<file path="src/rtl/sipo_pkg.sv">
// Shared definitions for the SIPO deserializer.
// Contents: default word width, counter-width helper, output buffer state enum.
package sipo_pkg;

  localparam int unsigned SIPO_WIDTH_DEF = 4;

  // Output buffer occupancy.
  typedef enum logic {
    EMPTY = 1'b0,
    FULL  = 1'b1
  } buf_state_e;

  // Bits needed to count up to (and including) w.
  function automatic int unsigned cnt_width(input int unsigned w);
    return $clog2(w + 1);
  endfunction

endpackage

</file>
<file path="src/rtl/sipo_shift_core.sv">
// Shift register and bit counter of the SIPO deserializer.
// Samples si on every enabled edge and flags the edge that samples the last
// bit of a frame. Optional feature macro: SIPO_PARITY_EN (frame carries a
// trailing even-parity bit that is checked but not stored).
// Ports:
//   clk, rst_n  : clock, synchronous active-low reset
//   si, sin_en  : serial bit and its sample enable
//   clr         : frame resync, discards the partial word
//   word_c      : assembled word, valid while done_c is high
//   done_c      : this edge completes a frame
//   par_err_c   : parity result of the completing frame (0 without parity)
module sipo_shift_core
  import sipo_pkg::*;
#(
  parameter int unsigned WIDTH     = SIPO_WIDTH_DEF,
  parameter bit          MSB_FIRST = 1'b1
) (
  input  logic             clk,
  input  logic             rst_n,
  input  logic             si,
  input  logic             sin_en,
  input  logic             clr,
  output logic [WIDTH-1:0] word_c,
  output logic             done_c,
  output logic             par_err_c
);

`ifdef SIPO_PARITY_EN
  localparam int unsigned FRAME = WIDTH + 1;
`else
  localparam int unsigned FRAME = WIDTH;
`endif
  localparam int unsigned CW = cnt_width(FRAME);

  logic [CW-1:0]    cnt;
  logic [WIDTH-1:0] sr;
  logic [WIDTH-1:0] sr_shift;
  logic             last;

  assign last     = (cnt == CW'(FRAME - 1));
  assign sr_shift = MSB_FIRST ? {sr[WIDTH-2:0], si} : {si, sr[WIDTH-1:1]};
  assign done_c   = sin_en & ~clr & last;

`ifdef SIPO_PARITY_EN
  // The final bit is parity, so the data register is already complete.
  assign word_c    = sr;
  assign par_err_c = ^{sr, si};
`else
  // The final bit is data; present the word including it.
  assign word_c    = sr_shift;
  assign par_err_c = 1'b0;
`endif

  // Counter and shifter; a completing edge rewinds both for the next frame.
  always_ff @(posedge clk) begin
    if (!rst_n) begin
      cnt <= '0;
      sr  <= '0;
    end else if (clr) begin
      cnt <= '0;
      sr  <= '0;
    end else if (sin_en) begin
      if (last) begin
        cnt <= '0;
        sr  <= '0;
      end else begin
        cnt <= cnt + CW'(1);
        sr  <= sr_shift;
      end
    end
  end

endmodule

</file>
<file path="src/rtl/sipo_deser.sv">
// Serial-in parallel-out deserializer with a one-entry valid/ready output
// buffer and overrun detection. Optional feature macro: SIPO_PARITY_EN
// (each frame ends in an even-parity bit; result reported on parity_err).
// Ports:
//   clk, rst_n  : clock, synchronous active-low reset
//   si, sin_en  : serial data bit and its sample enable
//   clr         : synchronous frame resync (buffer untouched)
//   q, q_valid  : completed word and its valid flag
//   q_ready     : consumer accept
//   overrun     : one-cycle pulse when a completed word is dropped
//   parity_err  : parity result of the word in q (0 without parity)
module sipo_deser
  import sipo_pkg::*;
#(
  parameter int unsigned WIDTH     = SIPO_WIDTH_DEF,
  parameter bit          MSB_FIRST = 1'b1
) (
  input  logic             clk,
  input  logic             rst_n,
  input  logic             si,
  input  logic             sin_en,
  input  logic             clr,
  output logic [WIDTH-1:0] q,
  output logic             q_valid,
  input  logic             q_ready,
  output logic             overrun,
  output logic             parity_err
);

  logic [WIDTH-1:0] word_c;
  logic             done_c;
  logic             par_err_c;
  buf_state_e       state;

  sipo_shift_core #(
    .WIDTH     (WIDTH),
    .MSB_FIRST (MSB_FIRST)
  ) u_core (
    .clk       (clk),
    .rst_n     (rst_n),
    .si        (si),
    .sin_en    (sin_en),
    .clr       (clr),
    .word_c    (word_c),
    .done_c    (done_c),
    .par_err_c (par_err_c)
  );

  assign q_valid = (state == FULL);

  // Output buffer: load when free or freed this edge, otherwise drop and flag.
  always_ff @(posedge clk) begin
    if (!rst_n) begin
      state      <= EMPTY;
      q          <= '0;
      overrun    <= 1'b0;
      parity_err <= 1'b0;
    end else begin
      overrun <= 1'b0;
      if (done_c) begin
        if (state == EMPTY || q_ready) begin
          q          <= word_c;
          parity_err <= par_err_c;
          state      <= FULL;
        end else begin
          overrun <= 1'b1;
        end
      end else if (state == FULL && q_ready) begin
        state <= EMPTY;
      end
    end
  end

endmodule

</file>
<file path="config.mk">
export PLATFORM = sky130hd
export DESIGN_NAME = sipo_deser
export DESIGN_NICKNAME = d
export VERILOG_FILES = /design/src/rtl/sipo_pkg.sv /design/src/rtl/sipo_shift_core.sv /design/src/rtl/sipo_deser.sv
export SDC_FILE = /design/constraint.sdc
export NUM_CORES = 1
export LEC_CHECK = 0
export CORE_AREA = 2 2 39 41
export CTS_CLUSTER_DIAMETER = 120
export DETAILED_ROUTE_END_ITERATION = 10
export DIE_AREA = 0 0 41 43
export GPL_TIMING_DRIVEN = 0
export HOLD_SLACK_MARGIN = 0.03
export PLACE_DENSITY = 0.75
export SETUP_SLACK_MARGIN = 0.3
export SYNTH_ARGS = -nofsm -noshare
export SYNTH_HDL_FRONTEND = slang
export SYNTH_SLANG_ARGS = --single-unit
</file>
<file path="constraint.sdc">
create_clock -name clk -period 1.8 [get_ports clk]
set_input_delay 0.18 -clock clk [delete_from_list [all_inputs] [get_ports clk]]
set_output_delay 0.18 -clock clk [all_outputs]
set_load 0.1 [all_outputs]
</file>
==> results.cfg, run 1 <==
[run_status]
outcome = completed

[floorplanning]
ioPinCount = 13
dieArea_sq_um = 1763
die_w_microns = 41
rows = 14
start_util = 0.3752
die_h_microns = 43
core_area_sq_um = 1384

[final_layout]
insertedDiodeCount = 0
final-seq-area_sq_um = 244.0
utilization = 0.5181
fill_cells = 139
multiInputGateArea_sq_um = 265.3
drive_above_1_share = 0.2676
syn_to_final_growth_pct = 38.07
nNetsFinal = 79

[clock_network]
cts_made_buffers = 3
root_buffer = clkbuf_4
clock_latency_ns = 0.27
cts_tree = done
clockBufferDepth = 2
path_clk_slew_ns = 0.07
clock_sinks = 12
htree_num_levels = 1

[setup_path]
critical_path.max_fanout = 7
cp_data_arrival_time_ns = 1.57
cp-start-kind = flop
end_kind = flop
required_ns = 1.99
r2r_setup_slack_ns = 0.42
worstSetupPathType = reg -> reg

[global_route]
antenna_found_initial = 0
grt_pass1_vias = 387
gr-usage-all-layers = 0.1343
grt_pass1_wl_mm = 1.559
grt_overflow = 0
grt_start_max_net_pins = 11

[power_and_ir_drop]
p_seq_frac = 0.518
power_frac_comb = 0.082
p_clk_frac = 0.400
intPower_mw = 0.4098
switching_share = 0.2142
power.static_leakage_nw = 0.2447
p_sw_mw = 0.1117
power_mw = 0.5215
p_per_area_nw_per_um2 = 727.5
vdd_drop_max_mv = 0.4178

[job]
cap_violations = 0

[timing]
hold_viol_final = 0
fmax_ghz = 0.7247
min_period_ns = 1.380
tightestPinTransition_ns = 0.5472
max-slew-margin-rel = 0.6369
setup_viol_count_final = 0
fin_worst_skew_ns = 0.001128
rsz0062_at_grt = false
drv_slew = 0
finalSetupTns_ns = 0
finalCritPeriodShare = 0.7666
fin_ws_ns = 0.4200

[drt]
firstDrtPassIters = 4
ant_nets = 0
vias_per_cell = 4.759
drt_iter0_drc = 4
vias = 414
wl_microns = 952
post-route-drc-count = 0
post_drt_wl_per_cell_microns = 10.94

[place]
portBuffers = 11
hpwl_microns = 712.7
finalWeightedCongestion = 0.6467
dp_slack_ns = 0.1629

[logic_synthesis]
synth_nets = 62
syn-instance-count = 55
syn_avg_cell_area_sq_um = 9.441
synth.largest_area_cell = dfxtp_1
yosysUniqueCellTypes = 19
syn_area_sq_um = 519.2
synth_warnings = 0
synth_seq_cells = 12
synthTopCellsByArea = dfxtp_1, mux2i_1, nand2_1
ys_seq_area_frac = 0.4627
synth.top_cell.area_share = 0.4627

[hold_path]
worstHoldPathType = reg -> reg
-- timing repair --
item	CTS	global route
hold buffers	0	0
pin swaps	1	1
gates resized for setup	18	4
endpoints found under the setup margin	9	4
buffers inserted	1	0
-- placed cells by master (no fill, tap or decap), types with 3 or more instances in the layout --
| master | instances |
|---|---|
| mux2i_1 | 4 |
| clkdlybuf4s50_1 | 5 |
| nand2_1 | 10 |
| clkdlybuf4s15_2 | 6 |
| dfxtp_1 | 9 |
| nand3_1 | 4 |
| dfxtp_2 | 3 |
| a21oi_1 | 5 |
| clkbuf_4 | 3 |
| nand2b_1 | 6 |
-- through the flow --
| stage | area, sq um | hold slack (ns) | cells |
|---|---|---|---|
| final | 716.9 | 0.4286 | 87 |
| after global routing | 716.9 | 0.4572 | 87 |
| after CTS | 701.9 | 0.4402 | 87 |
| after detailed placement | 650.6 | 0.4287 | 82 |
| after global placement | 650.6 | 0.4208 | 82 |
| after floorplan | 520.5 | 0.3222 | 55 |
-- synth_stat cells --
master and n:
nor2_1 1, buf_6 1, nand2_1 10, mux2i_1 4, clkbuf_1 2, nor3b_1 1, buf_4 1, nand3b_1 1
conb_1 1, and3_1 1, ha_1 1, nor4b_4 1, a21oi_1 5, dfxtp_1 12, nand3_1 4, nand2b_1 6
nand2b_4 1, o21a_1 1, nor2b_1 1
-- flip-flops by register name, summed over array words and instances, names as in the netlist --
name / count
u_core.cnt: 3
q_valid: 1
u_core.sr: 3
q: 4
overrun: 1
-- layer usage --
layer,part of all wire,GRT usage,wire length (microns),vias to the layer above
met5,0,0,0,-
met1,0.45,0.1541,429,184
li1,-,-,-,213
met4,0.035,0.1000,33,0
met2,0.46,0.2031,435,13
met3,0.056,0.03141,53,4
-- worst paths after layout --
check / startpoint / endpoint / depth (start not counted)
setup / recovery: u_core.cnt[1] / q[1] / 6
hold / removal: u_core.cnt[2] / u_core.cnt[2] / 2
setup reg to reg: u_core.cnt[1] / q[1] / 6
hold reg to reg: u_core.cnt[2] / u_core.cnt[2] / 2
-- kinds of logic after synthesis --
kind of cell,synth area share
mux,0.07711
other cells,0.007222
fa+ha+maj,0.02409
buf+inv,0.05061
compound gates,0.06265
flops,0.4626
simple gates,0.3157
-- cell type report --
class / instances / area share
buffer: 4 / 0.03665
clock buffer: 4 / 0.05061
multi-input combinational: 39 / 0.3700
sequential: 12 / 0.3403
tap: 16 / 0.02792
timing repair buffer: 12 / 0.1745
-- power by group through the flow --
stage	clock [mW]	sequential, mW	combinational (mW)
after floorplan	0	0.275	0.0258
after global placement	0	0.275	0.0421
after detailed placement	0	0.276	0.0420
after CTS	0.217	0.269	0.0428
after global routing	0.227	0.270	0.0456
final	0.209	0.270	0.0429
-- critical path: stages (launching register included) --
cell and delay [ns]:
dfxtp_2 0.36, ha_4 0.15, nand2b_4 0.05, buf_6 0.13, nor4b_4 0.25, buf_4 0.18, mux2i_1 0.19
No activity file was read; power rests on OpenSTA's default activity.
==> inputs of run 2 (changes only) <==
clock period = 1.4 ns   (was 1.8 ns; I/O delays follow)
==> run 2 against run 1 <==
Flip-flop and latch count unchanged; combinational power increased by 51%; power increased by 30%; highest routed layer unchanged; wire length increased by 10%; first-iteration DRC count increased by 75%; critical endpoint is now q[2]; non-clock buffer count increased by 5; worst hold slack improved by 0.0073 ns.
==> results.cfg, run 2 (same netlist as run 1, synthesis figures left out) <==
[run_status]
outcome = completed

[timing]
setup_viol_count_final = 0
drv_slew = 0
finalCritPeriodShare = 0.9706
hold_viol_final = 0
rsz0062_at_grt = true
min_period_ns = 1.359
fin_ws_ns = 0.04115
fmax_ghz = 0.7359
fin_worst_skew_ns = 0.002300

[drt]
firstDrtPassIters = 4
vias_per_cell = 4.663
drt_iter0_drc = 7
post_drt_wl_per_cell_microns = 11.42
vias = 429
wl_mm = 1.051
post-route-drc-count = 0
ant_nets = 0

[hold_path]
hold_depth = 2
worstHoldStart = u_core.cnt[2]
worstHoldPathType = reg -> reg
hold_path_end = u_core.cnt[2]

[place]
dp_slack_ns = -0.2071
finalWeightedCongestion = 0.6557
hpwl_microns = 660.4
portBuffers = 11

[setup_path]
cp_slowest_cell = dfxtp_2
worstSetupPathType = reg -> reg
path_buf_inv = 2
r2r_setup_slack_ns = 0.04
cp.depth = 6
critical-path-max-stage-delay_ns = 0.36
r2r_end = q[2]
r2r_start = u_core.cnt[1]
critical_path.max_fanout = 4
end_kind = flop
cp_top_family = flip-flops
required_ns = 1.59
cp_data_arrival_time_ns = 1.55
cp_cell_sequence = ha_4 -> nand2b_4 -> buf_6 -> nor4b_4 -> buf_4 -> mux2i_1
ff2ff_path_depth = 6
cp-start-kind = flop

[global_route]
grt_pass1_vias = 341
antenna_found_initial = 0
grt_overflow = 0
grt_pass1_wl_mm = 1.331
grt_start_max_net_pins = 11
top_usage_layer = met2
gr-usage-all-layers = 0.1122
use_met2 = 0.1750
use_met3 = 0.03141
use_met1 = 0.1316

[final_layout]
largest_reg_flops = 4
drive_above_1_share = 0.4474
utilization = 0.5687
final-seq-area_sq_um = 246.5
multiInputGateArea_sq_um = 305.3
reg_top3 = q x4, u_core.cnt x3, u_core.sr x3
insertedDiodeCount = 0
fill_cells = 114
syn_to_final_growth_pct = 51.57
nNetsFinal = 84
largest-register = q
layout_common_cells = nand2_1, buf_4, dfxtp_1

[clock_network]
postCtsHoldBufs = 0
path_clk_slew_ns = 0.07
htree_num_levels = 1
clock_sinks = 12
clock_latency_ns = 0.27
cts_made_buffers = 3
cts_tree = done
clockBufferDepth = 2
root_buffer = clkbuf_4

[power_and_ir_drop]
power_mw = 0.6804
power.static_leakage_nw = 0.2899
p_per_area_nw_per_um2 = 864.6
vdd_drop_max_mv = 0.3693

[floorplanning]
core_area_sq_um = 1384
dieArea_sq_um = 1763
die_h_microns = 43
die_w_microns = 41
rows = 14
start_util = 0.3752
ioPinCount = 13

[job]
cap_violations = 0
[run 2: final cells by class]
class / instances / share of cell area
Multi-Input combinational cell: 39 / 0.3879
Sequential cell: 12 / 0.3132
Timing Repair Buffer: 17 / 0.1924
Clock buffer: 4 / 0.04610
Buffer: 4 / 0.03498
Tap cell: 16 / 0.02544
[run 2: worst max path at each step]
stage / from / endpoint
2_1_floorplan: u_core.cnt[1] / q[0]
3_3_place_gp: q[3] / q[3]
3_5_place_dp: q[2] / q[2]
4_1_cts: u_core.cnt[0] / q[2]
5_1_grt: u_core.cnt[1] / q[2]
6_report: u_core.cnt[1] / q[2]
[run 2: worst min-delay path: cells and delay by family (launching register included)]
kind | cells | cell delay (ns)
DFF | 1 | 0.31
and+or+nand+nor | 2 | 0.08
[run 2: stage by stage]
stage / cells / instance area (sq um) / hold slack, ns / setup TNS [ns]
finish: 92 / 787.0 / 0.4359 / 0
global route: 92 / 787.0 / 0.4650 / -0.01163
CTS: 89 / 715.7 / 0.4412 / 0
detailed placement: 82 / 668.1 / 0.4293 / -1.128
global placement: 82 / 668.1 / 0.4192 / -1.053
floorplan: 55 / 538.0 / 0.2822 / 0
[run 2: per-layer routing]
metal	share of wire	wire length, microns
met1	0.45	474
met2	0.49	520
met3	0.045	47
met4	0.0076	8
met5	0	0
[run 2: power by group]
group / internal (mW) / switching, mW / leakage, nW
registers: 0.342 / 0.00291 / 0.0986
logic: 0.0289 / 0.0358 / 0.170
clock network: 0.158 / 0.113 / 0.0210
[run 2: timing repair]
action / CTS / global route
resized for setup: 33 / 18
hold endpoints to repair: 0 / 0
buffers inserted: 3 / 3
pin swaps: 2 / 9
endpoints found under the setup margin: 12 / 12
